===== src/rtl/out_sel_scan.sv =====
// ---------------------------------------------------------------------------
// out_sel_scan
// Registered N-channel output selector for the calculator datapath.
// Manual mode passes the channel chosen by sel; scan mode rotates through all
// channels, holding each one for DIV cycles, to drive multiplexed display
// digit enables.
//
// Ports
//   clk     rising-edge clock
//   rst_n   synchronous active-low reset
//   mode    0 = manual, 1 = scan
//   sel     manual channel index (ignored in scan mode)
//   freeze  1 = every register holds
//   in_bus  channel k at bits [k*WIDTH +: WIDTH]
//   out     selected channel data (registered)
//   out_ch  index of the channel on out (registered)
//   ch_en   one-hot enable of the channel on out, zero when blanked
//   tick    one-cycle pulse when the scan advances to a new channel
// ---------------------------------------------------------------------------
module out_sel_scan #(
    parameter int WIDTH = 8,
    parameter int NCH   = 4,
    parameter int DIV   = 4
) (
    input  logic                     clk,
    input  logic                     rst_n,
    input  logic                     mode,
    input  logic [$clog2(NCH)-1:0]   sel,
    input  logic                     freeze,
    input  logic [NCH*WIDTH-1:0]     in_bus,
    output logic [WIDTH-1:0]         out,
    output logic [$clog2(NCH)-1:0]   out_ch,
    output logic [NCH-1:0]           ch_en,
    output logic                     tick
);

    localparam int SELW = $clog2(NCH);
    localparam int CNTW = (DIV > 1) ? $clog2(DIV) : 1;
    localparam logic [CNTW-1:0] CNT_LAST = CNTW'(DIV - 1);
    localparam logic [SELW-1:0] CH_LAST  = SELW'(NCH - 1);

    logic [WIDTH-1:0] out_q,    out_d;
    logic [SELW-1:0]  out_ch_q, out_ch_d;
    logic [NCH-1:0]   ch_en_q,  ch_en_d;
    logic             tick_q,   tick_d;
    logic [CNTW-1:0]  cnt_q,    cnt_d;
    logic [SELW-1:0]  ch_q,     ch_d;
    logic             mode_q,   mode_d;

    // Channel that all three data outputs are loaded from this cycle.
    logic [SELW-1:0]  ch_next_s;

    // Dwell counter, scan channel and channel-to-present decision.
    always_comb begin
        cnt_d     = {CNTW{1'b0}};
        ch_d      = {SELW{1'b0}};
        tick_d    = 1'b0;
        ch_next_s = {SELW{1'b0}};
        mode_d    = mode;
        if (!mode) begin
            // Manual: present sel; scan state clears so a later entry restarts.
            ch_next_s = sel;
        end else if (!mode_q) begin
            // Scan entry: channel 0 with the entry cycle as the first of its dwell.
            ch_next_s = {SELW{1'b0}};
        end else if (cnt_q == CNT_LAST) begin
            // End of dwell: advance, wrapping explicitly for non-power-of-2 NCH.
            ch_next_s = (ch_q == CH_LAST) ? {SELW{1'b0}} : ch_q + SELW'(1);
            ch_d      = ch_next_s;
            tick_d    = 1'b1;
        end else begin
            cnt_d     = cnt_q + CNTW'(1);
            ch_next_s = ch_q;
            ch_d      = ch_q;
        end
    end

    // AND-OR data mux and one-hot enable; an out-of-range index matches no
    // channel and so yields the blanked all-zero state.
    always_comb begin
        out_d    = {WIDTH{1'b0}};
        ch_en_d  = {NCH{1'b0}};
        out_ch_d = ch_next_s;
        for (int k = 0; k < NCH; k++) begin
            ch_en_d[k] = (ch_next_s == SELW'(k));
            out_d      = out_d | ({WIDTH{ch_en_d[k]}} & in_bus[k*WIDTH +: WIDTH]);
        end
    end

    // State and output registers: reset dominates, freeze holds everything.
    always_ff @(posedge clk) begin
        if (!rst_n) begin
            out_q    <= {WIDTH{1'b0}};
            out_ch_q <= {SELW{1'b0}};
            ch_en_q  <= {NCH{1'b0}};
            tick_q   <= 1'b0;
            cnt_q    <= {CNTW{1'b0}};
            ch_q     <= {SELW{1'b0}};
            mode_q   <= 1'b0;
        end else if (!freeze) begin
            out_q    <= out_d;
            out_ch_q <= out_ch_d;
            ch_en_q  <= ch_en_d;
            tick_q   <= tick_d;
            cnt_q    <= cnt_d;
            ch_q     <= ch_d;
            mode_q   <= mode_d;
        end
    end

    assign out    = out_q;
    assign out_ch = out_ch_q;
    assign ch_en  = ch_en_q;
    assign tick   = tick_q;

endmodule


===== config.mk =====
export PLATFORM = sky130hd
export DESIGN_NAME = out_sel_scan
export DESIGN_NICKNAME = d
export VERILOG_FILES = /design/src/rtl/out_sel_scan.sv
export SDC_FILE = /design/constraint.sdc
export NUM_CORES = 1
export LEC_CHECK = 0
export CORE_UTILIZATION = 41
export CTS_BUF_LIST = sky130_fd_sc_hd__clkbuf_4
export CTS_CLUSTER_DIAMETER = 150
export DETAILED_ROUTE_END_ITERATION = 8
export GPL_ROUTABILITY_DRIVEN = 0
export PLACE_DENSITY = 0.8
export SLEW_MARGIN = 20
export SYNTH_ARGS = -nofsm -noshare
export SYNTH_HDL_FRONTEND = slang
export SYNTH_SLANG_ARGS = --single-unit

===== constraint.sdc =====
create_clock -name clk -period 1.9 [get_ports clk]
set_input_delay 0.19 -clock clk [delete_from_list [all_inputs] [get_ports clk]]
set_output_delay 0.19 -clock clk [all_outputs]
set_load 0.005 [all_outputs]

==> run metrics <==
root buf cell clkbuf_4; sequential-to-total area share from yosys stat 38.60%; pre-CTS WS -0.007402 ns; share of the synthesized area in the top cell type 38.60%; total iterations of the first detailed-routing run 4; critical path data arrival time approximately 2.1 ns; max frequency approximately 0.56 GHz; Post-synth top cells dfxtp_1 (20), mux2i_1 (18), nand2_1 (9); XOR/XNOR Fraction of Synth Area 0%; Post-synth EDFFs 0; area grow syn2layout 61.76%; peak supply drop 0.0004583 V; CTS tree built; post-synthesis compound-gate area fraction 18.46%; post-synthesis adder-cell area fraction 2.413%; DIE AREA 2735 um^2; ys async rst share 0%; total global routing track utilization 22.05%; DRT Wirelength 2773 um; crit path kind flip-flop to flip-flop; Worst path slowest cell a311o_1; Die Y 52.30 um; Cell Pwr Density 613.2 nW/um^2; vias in the first global route 957; initial antenna violation count 0; first-pass GRT wire length between 4000 and 5000 um; Synth Instances 110; clk_lat worst skew 0.31 ns; DRC Markers 0; cell area after synthesis approximately 1000 um^2; Vias per Instance 5.422; largest net degree at the start of global routing 23; Final setup viols 0; period utilization 94.14%; top_reg_cell synth dfxtp_1; I/O pins 53; outcome finished clean; CP peak stage delay 0.43 ns; Post-CTS Setup Bufs 0; Post-Synth Simple-Gate Area slightly below 20%; Worst-Margin Slew 0.3579 ns; dpl cell area ~1600 um^2; Power, Total 1029 uW; layout cells sized above 1 8.537%; die width between 50 and 60 um; clk_skew 0.004097 ns; Mapped Nets 150; hold_ws 0.4955 ns; Clock Tree Buf Depth 2; # rows 17; #FFs+latches synth 20; clock sinks 20; mux contribution to synthesized area 17.37%; Yosys cell types 28; Initial DRC Count 14; CP endpoint kind flip-flop; fillers approximately 190; post-layout util 73.04%; CP Max Fanout 5; CP top delay family compound AO/OA/AOI/OAI gates; crit path cell chain ha_1 > or3b_1 > a311o_1 > o31ai_2 > and2_1; post-route ant nets 0; Yosys warning total 0; n_diodes 0; worst path required time 2.17 ns; CTS buffer count 3; drt wl/cell 14.44 um; final-report hold violation count 0; NumNets Final ~210; worst relative slew slack 76.09%; Initial Util 45.15%; Slew Limit Fails 0; Startpoint Class flip-flop; max cap viols 0; Hold/Removal Path Class flip-flop to flip-flop; CTS H-tree depth 1; Remaining Overflow, GRT 0; port bufs 52; Synth Area per Inst 9.429 um^2; DPL Wire Length approximately 2100 um; core area 2297 um^2; final worst slack 0.1113 ns; most common cell in the netlist dfxtp_1; Worst-path clk slew ~0.12 ns; via count 1,041; Buf/Inv on CP 0; synth top area cells dfxtp_1 (39%), mux2i_1 (17%), o221ai_1 (6.8%); final std cell area, no fill 1678 um^2; Period minus WS final 1.789 ns; leading area contributor after synthesis dfxtp_1; largest family of logic cells by synthesized area simple AND/OR/NAND/NOR gates; # hold bufs at CTS 0; P_leak 0.0006202 uW
## registers in the layout, indices dropped and copies added (netlist names)
register / cells
out: 8
ch_en: 4
ch_q: 2
cnt_q: 2
out_ch: 2
mode_q: 1
tick: 1
## area by class of cell
| cell class | instances | area (um^2) | share of cell area [%] |
|---|---|---|---|
| Clock buffer | 3 | 22.52 | 1.342 |
| Timing Repair Buffer | 57 | 570.5 | 34.00 |
| Clock inverter | 1 | 30.03 | 1.790 |
| Inverter | 1 | 3.754 | 0.2237 |
| Sequential cell | 20 | 400.4 | 23.86 |
| Tap cell | 28 | 35.03 | 2.088 |
| Multi-Input combinational cell | 82 | 615.6 | 36.69 |
## repair_timing
action / in CTS / in global routing
pin swaps: 0 / 0
gates resized for setup: 1 / 1
endpoints found under the setup margin: 4 / 2
## worst register-to-register path, delay by kind of cell, from the launching register on
family	cells	cell delay, ns
simple gates	2	0.52
flops	1	0.36
compound gates	2	0.66
fa+ha+maj	1	0.21
## layer usage
layer | GRT usage [%] | wire length, um | vias to the layer above
li1 | - | - | 521
met1 | 26.09 | 1174 | 489
met2 | 37.55 | 1452 | 25
met3 | 4.348 | 77 | 6
met4 | 10.53 | 69 | 0
met5 | 0 | 0 | -
## cells by family after synthesis
kind of cell	count (synthesis)
AO/OA/AOI/OAI	24
adder cells (fa/ha/maj)	2
buffers and inverters	8
flip-flops	20
multiplexers	18
AND/OR/NAND/NOR	38
## placed cells by master (no fill, tap or decap)
cell type,Yosys,final
o22ai_2,0,1
a311o_1,1,1
buf_4,1,4
or3b_1,1,1
mux2i_1,18,18
inv_1,1,1
nand2_1,9,8
nor2b_1,6,6
nor4_1,1,1
nand3b_1,2,2
nand3_1,8,8
o31ai_2,1,1
a21boi_0,4,4
o221ai_1,8,8
nand2_4,0,1
dfxtp_1,20,20
buf_12,0,1
o21ai_0,3,3
a311oi_2,1,1
clkdlybuf4s50_1,0,52
nor3b_1,2,2
clkbuf_4,0,3
o211a_1,1,1
nand2b_1,2,2
nand2_2,1,1
bufinv_16,0,1
o31ai_1,1,1
and2_1,3,3
nor2_1,3,3
ha_1,2,2
a21oi_1,3,3
## power breakdown
group	switching (uW)	total (uW)	internal, uW
Clock	140	353	214
Sequential	11.8	452	441
Combinational	77.7	223	145
Total	229	1030	800
## stage by stage
stage / setup TNS [ns] / cells
after floorplan: 0 / 110
after global placement: 0 / 188
after detailed placement: -0.007402 / 188
after CTS: 0 / 192
after global routing: -0.0002900 / 192
final: 0 / 192
## worst paths after layout
| kind | cells past startpoint | start | end | slack [ns] |
|---|---|---|---|---|
| worst min-delay path | 2 | ch_en[3] | ch_en[3] | 0.50 |
| worst max-delay path | 5 | ch_q[0] | ch_en[1] | 0.11 |
| worst min register to register | 2 | ch_en[3] | ch_en[3] | 0.50 |
| worst max register to register | 5 | ch_q[0] | ch_en[1] | 0.11 |
(Power assumes the default switching activity.)
